**config.mk**
```make
export PLATFORM = sky130hd
export DESIGN_NAME = ddr_demux_flat
export DESIGN_NICKNAME = d
export VERILOG_FILES = /design/src/rtl/ddr_if_pkg.sv /design/src/rtl/ddr_demux_if.sv /design/src/rtl/ddr_demux_byte_capture.sv /design/src/rtl/ddr_demux.sv /design/src/flat_wrapper.sv
export SDC_FILE = /design/constraint.sdc
export NUM_CORES = 1
export LEC_CHECK = 0
export ABC_AREA = 1
export CORE_MARGIN = 3
export CORE_UTILIZATION = 57
export DETAILED_ROUTE_END_ITERATION = 6
export PLACE_DENSITY_LB_ADDON = 0.25
export SYNTH_ARGS = -nofsm -noshare
export SYNTH_HDL_FRONTEND = slang
export SYNTH_SLANG_ARGS = --single-unit
```
**constraint.sdc**
```tcl
create_clock -name clk -period 2.1 [get_ports clk]
set_input_delay 0.42 -clock clk [delete_from_list [all_inputs] [get_ports clk]]
set_output_delay 0.42 -clock clk [all_outputs]
set_load 0.01 [all_outputs]
```
**src/rtl/ddr_if_pkg.sv**
```systemverilog
// Shared definitions for the DDR byte receive path: bus widths, default
// word geometry and the word-assembly state encoding.
package ddr_if_pkg;

    localparam int DDR_BYTE_W = 8;
    localparam int PAIR_W     = 2 * DDR_BYTE_W;
    localparam int IQ_PAIRS   = 3;
    localparam int IQ_WORD_W  = 48;

    typedef enum logic {
        HUNT = 1'b0,
        RUN  = 1'b1
    } demux_state_e;

    // Width of an assembled word made of the given number of 16-bit pairs.
    function automatic int word_width(input int pairs);
        return PAIR_W * pairs;
    endfunction

endpackage

```
**src/rtl/ddr_demux_if.sv**
```systemverilog
// Bus bundle between the DDR byte pins, the demux and the TX FIFO write port.
// Optional statistics counters appear when DDR_DEMUX_STATS_EN is defined.
interface ddr_demux_if
    import ddr_if_pkg::*;
#(
    parameter int PAIRS = IQ_PAIRS
`ifdef DDR_DEMUX_STATS_EN
    ,
    parameter int CNT_W = 16
`endif
);

    logic [DDR_BYTE_W-1:0]        in_data;
    logic                         sync;
    logic                         fifo_full;
    logic [word_width(PAIRS)-1:0] out_data;
    logic                         wr_req;
    logic                         overflow;
    logic                         resync;
`ifdef DDR_DEMUX_STATS_EN
    logic [CNT_W-1:0]             words_cnt;
    logic [CNT_W-1:0]             drop_cnt;
    logic [CNT_W-1:0]             resync_cnt;

    modport master (
        output in_data, sync, fifo_full,
        input  out_data, wr_req, overflow, resync,
        input  words_cnt, drop_cnt, resync_cnt
    );

    modport slave (
        input  in_data, sync, fifo_full,
        output out_data, wr_req, overflow, resync,
        output words_cnt, drop_cnt, resync_cnt
    );
`else
    modport master (
        output in_data, sync, fifo_full,
        input  out_data, wr_req, overflow, resync
    );

    modport slave (
        input  in_data, sync, fifo_full,
        output out_data, wr_req, overflow, resync
    );
`endif

endinterface

```
**src/rtl/ddr_demux_byte_capture.sv**
```systemverilog
// Double-edge byte capture: the rising edge takes the high byte and the sync
// flag, the falling edge takes the low byte. On the following rising edge the
// completed pair is presented to the word assembler together with its flag.
module ddr_byte_capture
    import ddr_if_pkg::*;
(
    input  logic                  clk,
    input  logic                  reset,
    input  logic [DDR_BYTE_W-1:0] in_data_i,
    input  logic                  sync_i,
    output logic [PAIR_W-1:0]     pair_o,
    output logic                  pair_sync_o,
    output logic                  pair_valid_o
);

    logic [DDR_BYTE_W-1:0] hi_q;
    logic [DDR_BYTE_W-1:0] lo_q;
    logic                  sync_q;
    logic                  valid_q;

    // Rising edge: high byte and sync; a pair captured during reset is never valid.
    always_ff @(posedge clk) begin
        if (reset) begin
            hi_q    <= '0;
            sync_q  <= 1'b0;
            valid_q <= 1'b0;
        end else begin
            hi_q    <= in_data_i;
            sync_q  <= sync_i;
            valid_q <= 1'b1;
        end
    end

    // Falling edge: low byte of the same clk cycle.
    always_ff @(negedge clk) begin
        if (reset) begin
            lo_q <= '0;
        end else begin
            lo_q <= in_data_i;
        end
    end

    assign pair_o       = {hi_q, lo_q};
    assign pair_sync_o  = sync_q;
    assign pair_valid_o = valid_q;

endmodule

```
**src/rtl/ddr_demux.sv**
```systemverilog
// DDR byte bus receiver: reassembles PAIRS x 16-bit pairs (MSB first) into a
// word and writes it to the TX FIFO with a one-cycle strobe. sync acquires
// word alignment; a sync seen mid-word discards the partial word.
// Define DDR_DEMUX_STATS_EN to add saturating words/drop/resync counters.
module ddr_demux
    import ddr_if_pkg::*;
#(
    parameter int PAIRS = IQ_PAIRS
`ifdef DDR_DEMUX_STATS_EN
    ,
    parameter int CNT_W = 16
`endif
)(
    input  logic        clk,
    input  logic        reset,
    ddr_demux_if.slave  bus
);

    localparam int WORD_W   = word_width(PAIRS);
    localparam int ACC_W    = WORD_W - PAIR_W;
    localparam int CNT_BITS = $clog2(PAIRS);
    localparam logic [CNT_BITS-1:0] LAST_IDX = CNT_BITS'(PAIRS - 1);

    logic [PAIR_W-1:0] pair;
    logic              pair_sync;
    logic              pair_valid;

    demux_state_e      state_q,    state_d;
    logic [CNT_BITS-1:0] cnt_q,    cnt_d;
    logic [ACC_W-1:0]  acc_q,      acc_d;
    logic [WORD_W-1:0] out_data_q, out_data_d;
    logic              wr_req_q,   wr_req_d;
    logic              overflow_q, overflow_d;
    logic              resync_q,   resync_d;

    ddr_byte_capture u_capture (
        .clk          (clk),
        .reset        (reset),
        .in_data_i    (bus.in_data),
        .sync_i       (bus.sync),
        .pair_o       (pair),
        .pair_sync_o  (pair_sync),
        .pair_valid_o (pair_valid)
    );

    // State and output registers; reset drops any partial word and returns to HUNT.
    always_ff @(posedge clk) begin
        if (reset) begin
            state_q    <= HUNT;
            cnt_q      <= '0;
            acc_q      <= '0;
            out_data_q <= '0;
            wr_req_q   <= 1'b0;
            overflow_q <= 1'b0;
            resync_q   <= 1'b0;
        end else begin
            state_q    <= state_d;
            cnt_q      <= cnt_d;
            acc_q      <= acc_d;
            out_data_q <= out_data_d;
            wr_req_q   <= wr_req_d;
            overflow_q <= overflow_d;
            resync_q   <= resync_d;
        end
    end

    // Word assembly: the accumulator shifts pairs in from the bottom, so once
    // PAIRS-1 pairs are held the arriving pair completes the word MSB-first.
    // Older pairs left over from an aborted word are shifted out naturally.
    always_comb begin
        state_d    = state_q;
        cnt_d      = cnt_q;
        acc_d      = acc_q;
        out_data_d = out_data_q;
        wr_req_d   = 1'b0;
        overflow_d = overflow_q;
        resync_d   = 1'b0;

        if (pair_valid) begin
            case (state_q)
                HUNT: begin
                    if (pair_sync) begin
                        state_d = RUN;
                        cnt_d   = CNT_BITS'(1);
                        acc_d   = ACC_W'({acc_q, pair});
                    end
                end
                RUN: begin
                    if (pair_sync) begin
                        resync_d = (cnt_q != '0);
                        cnt_d    = CNT_BITS'(1);
                        acc_d    = ACC_W'({acc_q, pair});
                    end else if (cnt_q == LAST_IDX) begin
                        cnt_d = '0;
                        if (bus.fifo_full) begin
                            overflow_d = 1'b1;
                        end else begin
                            out_data_d = {acc_q, pair};
                            wr_req_d   = 1'b1;
                        end
                    end else begin
                        cnt_d = cnt_q + CNT_BITS'(1);
                        acc_d = ACC_W'({acc_q, pair});
                    end
                end
                default: begin
                    state_d = HUNT;
                    cnt_d   = '0;
                end
            endcase
        end
    end

    assign bus.out_data = out_data_q;
    assign bus.wr_req   = wr_req_q;
    assign bus.overflow = overflow_q;
    assign bus.resync   = resync_q;

`ifdef DDR_DEMUX_STATS_EN
    // Events counted in the cycle they are decided so each counter moves
    // together with the pulse it tracks. Index 0 words, 1 drops, 2 resyncs.
    logic [2:0]                  stat_evt;
    logic [2:0][CNT_W-1:0]       stat_vec;

    assign stat_evt[0] = wr_req_d;
    assign stat_evt[1] = pair_valid && (state_q == RUN) && !pair_sync &&
                         (cnt_q == LAST_IDX) && bus.fifo_full;
    assign stat_evt[2] = resync_d;

    for (genvar gi = 0; gi < 3; gi++) begin : g_stat
        logic [CNT_W-1:0] count_q;

        // Saturating event counter, cleared by reset.
        always_ff @(posedge clk) begin
            if (reset) begin
                count_q <= '0;
            end else if (stat_evt[gi] && (count_q != '1)) begin
                count_q <= count_q + CNT_W'(1);
            end
        end

        assign stat_vec[gi] = count_q;
    end

    assign bus.words_cnt  = stat_vec[0];
    assign bus.drop_cnt   = stat_vec[1];
    assign bus.resync_cnt = stat_vec[2];
`endif

endmodule
```
**src/flat_wrapper.sv**
```systemverilog
// flat-port wrapper written by rule: the top's interface ports become plain ports
module ddr_demux_flat import ddr_if_pkg::*;
#(
    parameter int PAIRS = IQ_PAIRS

)
  (clk, reset, bus_in_data, bus_sync, bus_fifo_full, bus_out_data, bus_wr_req, bus_overflow, bus_resync);
  ddr_demux_if #(.PAIRS(PAIRS)) bus_i ();
  input  logic clk;
  input  logic reset;
  input wire logic [$bits(bus_i.in_data)-1:0] bus_in_data;
  input wire logic [$bits(bus_i.sync)-1:0] bus_sync;
  input wire logic [$bits(bus_i.fifo_full)-1:0] bus_fifo_full;
  output wire logic [$bits(bus_i.out_data)-1:0] bus_out_data;
  output wire logic [$bits(bus_i.wr_req)-1:0] bus_wr_req;
  output wire logic [$bits(bus_i.overflow)-1:0] bus_overflow;
  output wire logic [$bits(bus_i.resync)-1:0] bus_resync;
  assign bus_i.in_data = bus_in_data;
  assign bus_i.sync = bus_sync;
  assign bus_i.fifo_full = bus_fifo_full;
  assign bus_out_data = bus_i.out_data;
  assign bus_wr_req = bus_i.wr_req;
  assign bus_overflow = bus_i.overflow;
  assign bus_resync = bus_i.resync;
  ddr_demux #(.PAIRS(PAIRS)) u_core (.clk(clk), .reset(reset), .bus(bus_i));
endmodule
```
==> impl_metrics.yaml <==
outcome:
  status: "finished, final reports clean"
synthesis:
  synth.cell_area_um2: 3890
  yosys_warnings: 0
  async_reset_ff_share_pct: 0
  synth_cell_types: 17
  synth_edf_count: 0
  syn_nets: 566
  synth_seq_area_share_pct: 53.5
  synthFlopType: "dfxtp_1"
  synthTopCellsByCount: "nor2_1, nand2_1, dfxtp_1, inv_1, nand3_1"
  avgSynthCellArea_um2: 7.03
  synth_top_area_share_pct: 53.5
  synthTopCellsByArea: "dfxtp_1, nor2_1, nand2_1"
  yosys.area.top_type: "dfxtp_1"
  netlist_instances: 554
  yosysMostFrequentCell: "nor2_1"
  synth-seq-cells: 104
worst_hold_path:
  holdPathStages: 2
  whs_endpoint: "u_core.bus.overflow"
  hp-start: "u_core.bus.overflow"
  hp-class: "flip-flop to flip-flop"
drt:
  dr_total_vias: 3354
  firstDrtPassIters: 4
  remaining_drc_errors: 0
  finalWirelength_mm: 7.81
  drt_iter0_markers: 159
  routedWlPerCell_um: 11.2
  vias_per_cell: 4.81
  drtAntennaViolNets: 0
critical_path:
  cp.required_ps: 1330
  cp_max_fo: 9
  critPathLaunchType: "primary input"
  timing.rr.end: "u_core.acc_q[2]"
  rr_worst_depth: 4
  end_kind: "flip-flop"
  r2r-start: "u_core.u_capture.lo_q[2]"
  path_class: "primary input to flip-flop"
  reg2reg_slack_ps: 300
  critPathArrivalTime_ps: 1130
grt:
  grt_pass1_vias: 3219
  overflow: 0
  grt_max_degree: 58
  grtUsageTotal_pct: 21.6
  antenna_found_initial: 0
  grt_pass1_wl_mm: 13.4
timing:
  setup_viol: 0
  slew_headroom_pct: 78.4
  setup_ws_ps: 204
  finalHoldViolations: 0
  rsz0062_at_grt: "no"
  hold_slack_ps: 460
  tns_ps: 0
  slew_violations: 0
  worst_pin_slew_ps: 324
  clock_skew_ps: 52.4
clock_network:
  clk_pin_slew_ps: 90
  post_cts_buffers: 0
  cts_resized: 0
  clk_latency_ps: 410
  numCtsBuffers: 9
  cts.sinks: 104
  cts_root_buffer: "clkbuf_8"
  cts_tree: "done"
  postCtsHoldBufs: 0
  cts_max_level: 3
  clockBufferDepth: 2
placement:
  placed_area_um2: 4580
  gp_congestion: 0.859
  pre_cts_slack_ps: -183
  post-dp-hpwl_mm: 5.26
  portBuffers: 62
  dp_cells: 674
cells_and_area:
  design.final.nets: 627
  fin_util_pct: 73.8
  drive_gt1_share_pct: 4.84
  fin_cells: 697
  fillers: 507
  design_area_um2: 4790
  diodes: 0
  areaGrowthSynthToFinish_pct: 23.1
floorplanning:
  dieArea_um2: 7860
  core_area_um2: 6490
  die_height_um: 88.7
  rows: 29
  io-pin-count: 63
  die_x_um: 88.7
  initial_core_util_pct: 59.9
power_and_ir_drop:
  leakage_nw: 2.05
  clock_power_share_pct: 35.2
  ir_worst_vdd_mv: 0.488
  power_mw: 3.61
  seqPwrFrac_pct: 57.4
  power_density_nw_per_um2: 753
  power.internal_mw: 2.71
  switching_share_pct: 24.9
  combPwrFrac_pct: 7.4
  switchingPower_mw: 0.899
flow_run:
  cap_violations: 0
==> layer usage <==
metal | GRT usage [%] | up-vias | routed length (um)
met3 | 5.12 | 12 | 310
met1 | 25.4 | 1518 | 3560
met4 | 8.65 | 0 | 121
met2 | 37.8 | 73 | 3820
li1 | - | 1751 | -
met5 | 0 | - | 0
==> power groups by stage <==
stage | combinational, mW | clock, mW | sequential, mW
2_1_floorplan | 0.188 | 0.0264 | 2.11
3_3_place_gp | 0.254 | 0.0264 | 2.11
3_5_place_dp | 0.262 | 0.0264 | 2.12
4_1_cts | 0.266 | 1.28 | 2.07
5_1_grt | 0.308 | 1.37 | 2.08
6_report | 0.266 | 1.27 | 2.07
==> cell usage in the layout (no fill, tap or decap) <==
| master | count |
|---|---|
| clkinv_2 | 1 |
| inv_2 | 3 |
| clkbuf_8 | 9 |
| nor2_2 | 1 |
| o21ai_2 | 1 |
| nand2_1 | 132 |
| buf_4 | 6 |
| nand4_1 | 1 |
| a21oi_1 | 3 |
| nand3_2 | 1 |
| clkdlybuf4s50_1 | 62 |
| clkinvlp_4 | 1 |
| nor3_1 | 2 |
| clkbuf_1 | 2 |
| bufinv_16 | 1 |
| clkinv_4 | 1 |
| nand3_1 | 37 |
| buf_12 | 4 |
| dfxtp_1 | 104 |
| nor2_1 | 174 |
| inv_1 | 72 |
| o21ai_0 | 1 |
| nor2_4 | 1 |
==> logic make-up (layout without fill, tap and decap cells) <==
logic type,after synthesis,in the layout,share of synthesized area [%]
AND/OR/NAND/NOR,349,349,35.2
buffers and inverters,96,162,10.6
AO/OA/AOI/OAI,5,5,0.739
flip-flops,104,104,53.5
==> worst max-delay path by stage <==
stage | to | depth (start not counted) | slack, ps | start
after CTS | u_core.u_capture.lo_q[1] | 3 | 210 | reset
after detailed placement | u_core.u_capture.lo_q[0] | 3 | -180 | reset
after global routing | u_core.u_capture.lo_q[1] | 3 | 210 | reset
final | u_core.u_capture.lo_q[2] | 3 | 200 | reset
after floorplan | u_core.u_capture.lo_q[0] | 2 | 170 | reset
after global placement | u_core.u_capture.lo_q[5] | 3 | -170 | reset
==> registers in the layout, summed over array words and instances (netlist names), 2 cells and up <==
register	flops
u_core.bus.out_data	48
u_core.cnt_q	2
u_core.u_capture.hi_q	8
u_core.u_capture.lo_q	8
u_core.acc_q	32
==> final cells by class <==
cell class              count  area, um^2  share of cell area (%)
clock buffers              11         131                    2.74
clock inverters            13        85.1                    1.77
flip-flops and latches    104        2080                    43.4
well taps                  77        96.3                    2.01
multi-input cells         354        1410                    29.3
repair buffers             72         746                    15.6
inverters                  66         248                    5.17
==> worst max-delay path, cell delays in order <==
cell and delay [ps]:
clkdlybuf4s50_1 460, buf_4 170, nor2_1 70
Note: power is estimated with default switching activity, not from simulation.
